### src/rtl/demux_pkg.sv
// Purpose: shared constants and helpers for the 1-to-2 stream demultiplexer.
// Latency: n/a (declarations only).
// Backpressure: n/a (declarations only).
package demux_pkg;

    localparam int DEMUX_DEPTH     = 2;
    localparam int DEMUX_FILL_W    = 2;
    localparam int DEMUX_CNT_W     = 16;
    localparam int DEMUX_WIDTH_DEF = 8;

    // A channel buffer is full once it holds DEMUX_DEPTH words.
    function automatic logic fill_is_full(input logic [DEMUX_FILL_W-1:0] fill);
        return fill == DEMUX_FILL_W'(DEMUX_DEPTH);
    endfunction

endpackage

### src/rtl/demux_fifo2.sv
// Purpose: 2-entry FIFO holding the words bound for one demux output channel.
// Latency: a pushed word is the head in the cycle after the push edge when the FIFO was empty.
// Backpressure: pushes at fill 2 and pops at fill 0 are ignored; the caller gates them.
module demux_fifo2
    import demux_pkg::*;
#(
    parameter int WIDTH = DEMUX_WIDTH_DEF
) (
    input  logic                    clk,
    input  logic                    rst,
    input  logic                    i_push,
    input  logic [WIDTH-1:0]        i_push_dat,
    input  logic                    i_pop,
    output logic [DEMUX_FILL_W-1:0] o_fill,
    output logic [WIDTH-1:0]        o_head
);

    // Head and tail are kept as a 2-deep shift register: the head register is
    // the output, so it only changes on a pop or on a push into an empty FIFO.
    // After the last pop it simply keeps the popped word.
    logic [WIDTH-1:0]        r_head;
    logic [WIDTH-1:0]        r_tail;
    logic [DEMUX_FILL_W-1:0] r_fill;
    logic                    w_push;
    logic                    w_pop;

    // Qualify requests against the current fill so the storage never overruns.
    always_comb begin
        w_push = i_push && !fill_is_full(r_fill);
        w_pop  = i_pop && (r_fill != '0);
    end

    // Fill counter and entry storage; cleared asynchronously on reset.
    always_ff @(posedge clk or posedge rst) begin
        if (rst) begin
            r_fill <= '0;
            r_head <= '0;
            r_tail <= '0;
        end else begin
            case ({w_push, w_pop})
                2'b10: begin
                    if (r_fill == '0) begin
                        r_head <= i_push_dat;
                    end else begin
                        r_tail <= i_push_dat;
                    end
                    r_fill <= r_fill + 1'b1;
                end
                2'b01: begin
                    if (fill_is_full(r_fill)) begin
                        r_head <= r_tail;
                    end
                    r_fill <= r_fill - 1'b1;
                end
                2'b11: begin
                    // Simultaneous push and pop: fill is unchanged, entries shift.
                    if (fill_is_full(r_fill)) begin
                        r_head <= r_tail;
                        r_tail <= i_push_dat;
                    end else begin
                        r_head <= i_push_dat;
                    end
                end
                default: begin
                end
            endcase
        end
    end

    assign o_fill = r_fill;
    assign o_head = r_head;

endmodule

### src/rtl/demux_1to2_stream.sv
// Purpose: registered 1-to-2 stream demux; in_sel steers each word to out0 or out1 (optional transfer counters with DEMUX_STATS_EN).
// Latency: 1 cycle from input accept edge to outN_valid/outN_data.
// Backpressure: in_ready drops only when the selected channel holds 2 words; never depends on outN_ready.
module demux_1to2_stream
    import demux_pkg::*;
#(
    parameter int WIDTH = DEMUX_WIDTH_DEF
) (
    input  logic                   clk,
    input  logic                   rst,
    input  logic [WIDTH-1:0]       in_data,
    input  logic                   in_sel,
    input  logic                   in_valid,
    output logic                   in_ready,
    output logic [WIDTH-1:0]       out0_data,
    output logic                   out0_valid,
    input  logic                   out0_ready,
    output logic [WIDTH-1:0]       out1_data,
    output logic                   out1_valid,
    input  logic                   out1_ready
`ifdef DEMUX_STATS_EN
    ,
    output logic [DEMUX_CNT_W-1:0] out0_count,
    output logic [DEMUX_CNT_W-1:0] out1_count
`endif
);

    logic [DEMUX_FILL_W-1:0] w_fill0;
    logic [DEMUX_FILL_W-1:0] w_fill1;
    logic                    w_push0;
    logic                    w_push1;
    logic                    w_pop0;
    logic                    w_pop1;

    // Ready looks only at the registered fill of the selected channel, so a
    // stalled consumer on one side never blocks words bound for the other.
    always_comb begin
        in_ready = in_sel ? !fill_is_full(w_fill1) : !fill_is_full(w_fill0);
        w_push0  = in_valid && in_ready && !in_sel;
        w_push1  = in_valid && in_ready && in_sel;
        w_pop0   = out0_valid && out0_ready;
        w_pop1   = out1_valid && out1_ready;
    end

    demux_fifo2 #(.WIDTH(WIDTH)) u_fifo0 (
        .clk        (clk),
        .rst        (rst),
        .i_push     (w_push0),
        .i_push_dat (in_data),
        .i_pop      (w_pop0),
        .o_fill     (w_fill0),
        .o_head     (out0_data)
    );

    demux_fifo2 #(.WIDTH(WIDTH)) u_fifo1 (
        .clk        (clk),
        .rst        (rst),
        .i_push     (w_push1),
        .i_push_dat (in_data),
        .i_pop      (w_pop1),
        .o_fill     (w_fill1),
        .o_head     (out1_data)
    );

    assign out0_valid = (w_fill0 != '0);
    assign out1_valid = (w_fill1 != '0);

`ifdef DEMUX_STATS_EN
    logic [DEMUX_CNT_W-1:0] r_cnt0;
    logic [DEMUX_CNT_W-1:0] r_cnt1;

    // Per-channel output transfer counters, wrapping at 2^16.
    always_ff @(posedge clk or posedge rst) begin
        if (rst) begin
            r_cnt0 <= '0;
            r_cnt1 <= '0;
        end else begin
            if (w_pop0) begin
                r_cnt0 <= r_cnt0 + 1'b1;
            end
            if (w_pop1) begin
                r_cnt1 <= r_cnt1 + 1'b1;
            end
        end
    end

    assign out0_count = r_cnt0;
    assign out1_count = r_cnt1;
`endif

endmodule

### config.mk
export PLATFORM = sky130hd
export DESIGN_NAME = demux_1to2_stream
export DESIGN_NICKNAME = d
export VERILOG_FILES = /design/src/rtl/demux_pkg.sv /design/src/rtl/demux_fifo2.sv /design/src/rtl/demux_1to2_stream.sv
export SDC_FILE = /design/constraint.sdc
export NUM_CORES = 1
export LEC_CHECK = 0
export CAP_MARGIN = 20
export CORE_MARGIN = 1.5
export CORE_UTILIZATION = 56
export CTS_CLUSTER_DIAMETER = 50
export DETAILED_ROUTE_END_ITERATION = 7
export GPL_TIMING_DRIVEN = 0
export HOLD_SLACK_MARGIN = 0.03
export MAX_ROUTING_LAYER = met4
export PLACE_DENSITY = 0.82
export SYNTH_ARGS = -nofsm -noshare
export SYNTH_HDL_FRONTEND = slang
export SYNTH_SLANG_ARGS = --single-unit
### constraint.sdc
create_clock -name clk -period 4 [get_ports clk]
set_input_delay 0.8 -clock clk [delete_from_list [all_inputs] [get_ports clk]]
set_output_delay 0.8 -clock clk [all_outputs]
set_load 0.01 [all_outputs]
# --- After elaboration in Yosys (flattened, before gate mapping) ---
# Cells that the tools add are included.
# Widths: inputs -> output; s select.
op_classes:
  eq_ne: 16
  reduce_logical: 26
  add_sub_neg: 4
  mux: 17
ops:
  columns: ["operator", "count"]
  rows:
  - ["$mux 8", 10]
  - ["$pmux 8 s3", 2]
  - ["$pmux 8 s2", 2]
  - ["$eq 2x2->1 const B", 6]
  - ["$ne 2x2->1 const B", 6]
  - ["$reduce_and 3->1", 4]
  - ["$reduce_bool 2->1", 6]
  - ["$logic_and 1x1->1", 9]
  - ["$pmux 2 s2", 2]
  - ["$reduce_bool 3->1", 2]
  - ["$add 2x1->2 const B", 2]
  - ["$eq 2x1->1 const B", 2]
  - ["$logic_not 2->1", 2]
  - ["$ne 2x1->1 const B", 2]
  - ["$sub 2x1->2 const B", 2]
  - ["$logic_not 1->1", 3]
  - ["$mux 1", 1]
word_totals:
  out_inout_bits: 19
  inputBits: 14
  ff_bits: 36
  wordCells: 69

# --- Longest topological paths before layout ---
# Gate-level depths: netlist of the first run.
logic_depth:
  depth_word: 9
  mapped_depth: 9
  mapped_depth_nobuf: 8

# --- By module ---
# A second synthesis of the first run with hierarchy kept.
hier_totals:
  cells_unflattened: 147
  hier_area_um2: 1909.3
modules_own_cells:
  columns: ["module", "area_each_um2", "seq_area_each_um2", "n_inst", "cells_per_inst"]
  rows:
  - ["demux_fifo2", 917.1, 450.4, 2, 68]
  - ["demux_1to2_stream", 75.1, 0.0, 1, 11]

# --- Least setup slack after synthesis of the first run ---
# No wires, ideal clock.
synth_timing:
  kind: "input to register"
  startpoint: "input in_sel"
  endpoint: "register u_fifo0.r_head[0] (netlist: u_fifo0.o_head[0])"
  t_required_ns: 3.875
  slack_ns: 1.723
  path_buffers: 0
  stages: 6
  arrival_time_ns: 2.152
  setup_time_ns: 0.125
  path_cell_list: "nand3b_1 -> ha_1 -> nor4b_2 -> a21oi_1 -> o22ai_4 -> mux2_2"
synth_via:
  elab_chain_len: 7
  elab_cells_between_ends: 13
  classes_between: "eq/ne: 5; mux: 2; reduce/logical: 6"
synth_lines:
  columns: ["element", "line_no", "source"]
  rows:
  - ["start, declared", "demux_1to2_stream.sv:12", "input logic in_sel,"]
  - ["$mux 1", "demux_1to2_stream.sv:38", "in_ready = in_sel ? !fill_is_full(w_fill1) : !fill_is_full(w_fill0);"]
  - ["$logic_and 1x1->1", "demux_1to2_stream.sv:39", "w_push0 = in_valid && in_ready && !in_sel;"]
  - ["$logic_and 1x1->1 (*)", "demux_1to2_stream.sv:39", null]
  - ["$logic_and 1x1->1 (*)", "demux_fifo2.sv:29", "w_push = i_push && !fill_is_full(r_fill);"]
  - ["$eq 2x2->1 / $eq 2x1->1 (equally long branches)", "demux_fifo2.sv:40", "case ({w_push, w_pop})"]
  - ["$ne 2x1->1 (no source line) (tied with other cells)", null, null]
  - ["$reduce_and 3->1 (no source line)", null, null]
  - ["end signal, assigned", "demux_fifo2.sv:43", "r_head <= i_push_dat;"]
  - ["end signal, assigned", "demux_fifo2.sv:51", "r_head <= r_tail;"]
  - ["end signal, assigned", "demux_fifo2.sv:58", "r_head <= r_tail;"]
  - ["end, declared", "demux_fifo2.sv:21", "logic [WIDTH-1:0] r_head;"]
# Mark *: on every way between the ends. The rest lies on a longest branch, timed or not.
# A chain may end at the register's enable or synchronous reset.

# --- Worst setup path in the final report of the first run ---
layout_timing:
  startpoint: "input in_sel"
  endpoint: "output in_ready"
layout_via:
  elab_chain_len: 1
layout_lines:
  columns: ["element", "line_no", "source"]
  rows:
  - ["$mux 1", "demux_1to2_stream.sv:38", null]
  - ["end, declared", "demux_1to2_stream.sv:14", "output logic in_ready,"]
# Every way passes these cells.

==> results of run 1 <==
per-layer routing:
metal,up-vias,share of wire,track usage
met2,29,0.49,0.3137
li1,583,-,-
met3,7,0.041,0.04545
met4,0,0.017,0.08254
met1,569,0.45,0.2686
met5,-,0,-
placed cells by master (no fill, tap or decap), types with 2 or more instances in the layout:
cell type	count
a21oi_1	4
a22o_1	16
buf_2	2
buf_6	2
clkbuf_4	5
clkdlybuf4s50_1	32
dfrtp_1	36
ha_1	6
inv_1	7
mux2_2	32
nand2_1	5
nand2b_1	2
nor2_1	3
o211a_1	2
o21ai_2	2
or2_4	2
xnor2_1	4
xor2_1	2
logic make-up (layout without fill, tap and decap cells):
logic type / count (synthesis) / in the layout / share of synthesized area
simple gates: 20 / 20 / 0.07065
fa+ha+maj: 6 / 6 / 0.04115
flops: 36 / 36 / 0.4938
mux: 32 / 32 / 0.1975
xor+xnor: 6 / 6 / 0.02881
compound gates: 27 / 27 / 0.1358
buf+inv: 11 / 52 / 0.03224
state kept, by name, indices dropped and copies added (netlist names):
name            count
u_fifo1.o_head      8
u_fifo0.o_fill      2
u_fifo1.r_tail      8
u_fifo1.o_fill      2
u_fifo0.o_head      8
u_fifo0.r_tail      8
through the flow:
step                instances  power (W)
global route              223   0.001855
finish                    223   0.001745
global placement          214   0.001468
CTS                       223   0.001762
detailed placement        215   0.001508
floorplan                 138   0.001212
layout make-up:
type                    count  area share
repair buffers             33      0.1510
inverters                   7     0.01141
clock buffers               6     0.01793
flip-flops and latches     36      0.3911
multi-input cells          91      0.3753
clock inverters             2     0.01521
well taps                  44     0.02390
plain buffers               4     0.01412
worst max-delay path by stage:
stage	start	end	slack (ps)
finish	in_sel	in_ready	1080
global route	in_sel	in_ready	980
CTS	in_sel	in_ready	1080
detailed placement	in_sel	u_fifo0.o_head[7]	990
global placement	in_sel	u_fifo0.o_head[7]	1030
floorplan	in_sel	u_fifo0.o_head[0]	1720
power by group:
part | internal, W | total [W] | switching, W
Combinational | 0.000507 | 0.000847 | 0.000340
Clock | 0.000131 | 0.000249 | 0.000118
Sequential | 0.000547 | 0.000649 | 0.000102
critical path: cells and delay by family:
| kind | cells | cell delay (ps) |
|---|---|---|
| AOI/OAI and AO/OA | 1 | 120 |
| buffers and inverters | 2 | 1130 |
| and+or+nand+nor | 1 | 70 |
==> summary.txt, run 1 <==
Drt
  • Residual DRC count: 0
  • Antenna-violating nets left: 0
  • Routed WL per cell: 14.18 um
  • Drt total wl: 3.163 mm
  • Pre-antenna DRT Iters: 4
  • Number of vias per cell: 5.327
  • DR vias: 1188
  • DRT iter0 DRCs: 26

Timing
  • Worst Max-Slew Pin Slew: 666.3 ps
  • Min setup slack post-route: 1081 ps
  • Final Max Slew Viols: 0
  • Final Hold Viols: 0
  • Min Hold Slack: 513.6 ps
  • Clk_skew: 12.72 ps
  • Endpoints failing setup: 0
  • Max_slew headroom: 0.5558
  • Fmax: 342.6 MHz
  • Period utilisation layout: 0.7297
  • RSZ-0062 raised after global routing: no
  • Tmin final: 2919 ps
  • Setup TNS: 0 ps

Floorplanning
  • Starting density of the core: 0.5927
  • # IOs: 33
  • Die W: 60.08 um
  • Vert. Die Dim: 60.08 um
  • Core Rows: 20
  • Die area: 3609 um2
  • Core ar.: 3078 um2

Worst setup path
  • Critical path cell sequence: clkdlybuf4s50_1 > nor2_1 > a21oi_1 > clkdlybuf4s50_1
  • Critical Path RT: 3200 ps
  • CP Class: in2out
  • Max FO, Critical Path: 6
  • Reg-to-reg startpoint: u_fifo0.o_fill[0]
  • Slowest CP cell: clkdlybuf4s50_1
  • Worst R2R End: u_fifo0.o_head[6]
  • CP Launch Type: primary input
  • Crit end category: primary output
  • Reg2Reg Setup Slack: 1790 ps
  • Crit path arrival time: 2120 ps
  • CP most frequent cell: clkdlybuf4s50_1
  • R2R depth: 8
  • Largest stage delay on the critical path: 580 ps

Outcome
  • Run status: complete, no violations

Finish
  • Layout Nets: 198
  • Fillers: 225
  • # diodes: 0
  • Final Core Density: 0.7484
  • Share of cells above drive strength 1: 0.3017
  • Reg area: 900.9 um2
  • P&R area growth vs syn: 26.27%
  • Multi-input logic area: 864.6 um2
  • Design Area, Final: 2303 um2

Synth
  • Syn avg cell area: 13.22 um2
  • Post-Synthesis Net Count: 158
  • Synthesized cell area: 1824 um2
  • Seq/Total Area, Yosys: 0.4938
  • Count leader, synth: dfrtp_1
  • Post-synth EDFFs: 0
  • Yosys top cell area share: 0.4938
  • Post-synthesis cell count: 138
  • Area contributors post-synth: dfrtp_1, mux2_2, a22o_1, ha_1, xnor2_1
  • Flops & latches, synth: 36
  • Synth Warn #: 0
  • Post-synthesis cell type count: 27
  • Dominant cell type by area after synthesis: dfrtp_1
  • Commonest cells in the netlist: dfrtp_1, mux2_2, a22o_1
  • Fraction of registers with async set/reset: 1.000
  • Main synth FF type: dfrtp_1

Clocking
  • Longest Clk Path Bufs: 2
  • TritonCTS sink count: 36
  • CTS tree: done
  • # Post-CTS Setup Buffers: 0
  • Resized cells post-CTS: 0
  • Post-CTS Hold Fix Bufs: 0
  • Worst-Skew Late Latency: 340 ps
  • CTS clk-pin slew, worst paths: 100 ps
  • # H-tree levels: 2
  • TritonCTS buffer count: 5
  • Clk root buf: clkbuf_4

Worst hold path
  • Worst Hold Depth: 1
  • Hold Crit Start: u_fifo1.o_head[5]
  • Worst Hold End: u_fifo1.o_head[5]
  • Worst hold path class: reg2reg

Global route
  • Largest net degree at the start of global routing: 24
  • Grt total ovfl: 0
  • First-pass GRT wire length: 5.299 mm
  • Total track usage: 0.2064
  • Initial antenna violation count: 0
  • Vias in the first global route: 1195

Place
  • Post-DP HPWL: 2.383 mm
  • Post-Place Cell Area: 2227 um2
  • Final GP Congestion: 0.7014
  • Setup WS pre-CTS: 990.8 ps
  • Port Buf Inserts: 32

Power
  • Pwr dens: 757.6 nW/um2
  • Pleak: 1.024 nW
  • Maximum VDD drop: 0.4734 mV

Job
  • Total of max-cap violations: 0
Note: power is estimated with default switching activity, not from simulation.
==> run 2: changes to the inputs <==
Settings changed: CORE_UTILIZATION 56 to 47, PLACE_DENSITY 0.82 to 0.74.
Clock period 4 ns to 2.39 ns, I/O delays scaled along.
==> run 2 against run 1 <==
Compared with the run above: flip-flop and latch count unchanged; sequential share of layout area down 0.79 points; critical path depth up 3; largest power group unchanged.
==> summary.txt, run 2 (same netlist as run 1, synthesis figures left out) <==
Outcome
  • Run status: complete, no violations

Floorplanning
  • # IOs: 33
  • Die W: 65.30 um
  • Core ar.: 3689 um2
  • Die area: 4264 um2
  • Vert. Die Dim: 65.30 um
  • Starting density of the core: 0.4946
  • Core Rows: 22

Worst setup path
  • Largest stage delay on the critical path: 520 ps
  • Crit path arrival time: 2440 ps
  • CP Launch Type: primary input
  • Critical path cell sequence: clkdlybuf4s50_1 > nand3b_1 > ha_2 > nor4b_2 > a21oi_1 > o22ai_4 > mux2_2
  • Worst Path Buf+Inv: 1
  • CP top delay family: buffers and inverters
  • Critical Path RT: 2560 ps
  • Max FO, Critical Path: 8
  • Crit end category: register
  • CP Class: in2reg
  • Slowest CP cell: clkdlybuf4s50_1

Worst hold path
  • Worst hold path class: reg2reg

Clocking
  • Clk root buf: clkbuf_8
  • TritonCTS buffer count: 5
  • Worst-Skew Late Latency: 280 ps
  • CTS tree: done
  • Post-CTS Hold Fix Bufs: 0
  • CTS clk-pin slew, worst paths: 70 ps
  • # Post-CTS Setup Buffers: 0
  • Longest Clk Path Bufs: 2
  • # H-tree levels: 2
  • TritonCTS sink count: 36

Timing
  • Worst Max-Slew Pin Slew: 654.0 ps
  • RSZ-0062 raised after global routing: no
  • Period utilisation layout: 0.9497
  • Fmax: 440.6 MHz
  • Endpoints failing setup: 0
  • Max_slew headroom: 0.5640
  • Final Max Slew Viols: 0
  • Clk_skew: 1.595 ps
  • Final Hold Viols: 0
  • Tmin final: 2270 ps
  • Setup TNS: 0 ps

Place
  • Post-Place Cell Area: 2232 um2
  • Final GP Congestion: 0.7545
  • Post-DP HPWL: 2.555 mm
  • Port Buf Inserts: 32

Drt
  • Residual DRC count: 0
  • DR vias: 1209
  • Pre-antenna DRT Iters: 2
  • Drt total wl: 3.325 mm
  • DRT iter0 DRCs: 19
  • Number of vias per cell: 5.326
  • Routed WL per cell: 14.65 um
  • Antenna-violating nets left: 0

Power
  • Logic pwr share: 0.472
  • Maximum VDD drop: 0.6755 mV
  • Pleak: 1.053 nW
  • Int Power: 0.002079 W
  • Clk pwr share: 0.169
  • Psw: 0.0009495 W
  • Pwr dens: 1288 nW/um2
  • Switching Share: 0.3135
  • Flop pwr share: 0.359
  • Final Power: 0.003028 W

Global route
  • First-pass GRT wire length: 5.830 mm
  • Total track usage: 0.1840
  • Largest net degree at the start of global routing: 26
  • Vias in the first global route: 1298
  • Initial antenna violation count: 0
  • Grt total ovfl: 0

Finish
  • P&R area growth vs syn: 28.87%
  • Most common cell after layout, fill and taps aside: dfrtp_1
  • Layout Nets: 198
  • # diodes: 0
  • Most frequent cells in the layout: dfrtp_1, mux2_2, clkdlybuf4s50_1
  • Design Area, Final: 2351 um2
  • Share of cells above drive strength 1: 0.3128

Job
  • Total of max-cap violations: 0
## run 2: cell count changes in the layout (fill, tap and decap cells not counted)
cell,before,now
clkbuf_4,5,0
clkbuf_8,0,5
clkdlybuf4s50_1,32,30
dlymetal6s2s_1,0,2
a21oi_1,4,3
a21oi_2,1,2
ha_1,6,5
ha_2,0,1
## run 2: worst register-to-register path: cells and delay by family (launching register included)
family	cells	cell delay, ps
flops	1	470
fa+ha+maj	1	250
mux	1	380
compound gates	2	430
simple gates	3	570
## run 2: final timing paths
check	startpoint	end	slack, ps	cells past startpoint
worst min register to register	u_fifo1.o_head[6]	u_fifo1.o_head[6]	500	1
worst max register to register	u_fifo0.o_fill[1]	u_fifo0.o_head[0]	180	7
worst min-delay path	u_fifo1.o_head[6]	u_fifo1.o_head[6]	500	1
min in group asynchronous	rst	u_fifo0.o_fill[1]	550	2
worst max-delay path	in_valid	u_fifo0.o_head[0]	120	7
max in group asynchronous	rst	u_fifo1.o_head[7]	1340	3
## run 2: what timing repair did
action / 4_1_cts / 5_1_grt
pin swaps: 1 / 1
endpoints found under the setup margin: 8 / 22
gates resized for setup: 1 / 3
cloned: 0 / 0
## run 2: power by group through the flow
stage,logic [W],clock network [W],registers (W)
2_1_floorplan,0.000902,0,0.00113
3_3_place_gp,0.00139,0,0.00108
3_5_place_dp,0.00144,0,0.00110
4_1_cts,0.00145,0.000529,0.00109
5_1_grt,0.00156,0.000561,0.00113
6_report,0.00143,0.000511,0.00109
## run 2: per-layer routing
metal | GRT usage | vias to the layer above | wire (um)
li1 | - | 577 | -
met1 | 0.2274 | 604 | 1452
met2 | 0.3010 | 24 | 1703
met3 | 0.04452 | 4 | 141
met4 | 0.05729 | 0 | 28
met5 | - | - | 0
## run 2: final cells by class
cell class              count  area, um2
plain buffers               4      32.53
clock buffers               6      72.57
clock inverters             2      35.03
fillers                   303       1338
inverters                   7      26.28
multi-input cells          91      870.8
flip-flops and latches     36      900.9
well taps                  48      60.06
repair buffers             33      352.8
## run 2: per-stage QoR
stage,hold slack (ps),std cells,utilization,worst slack (ps)
after floorplan,481.0,138,-,370.8
after global placement,491.1,218,0.5977,-276.0
after detailed placement,493.0,219,0.6052,-328.6
after CTS,508.8,227,0.6350,0.9182
after global routing,522.4,227,0.6374,16.04
final,503.8,227,0.6374,120.3
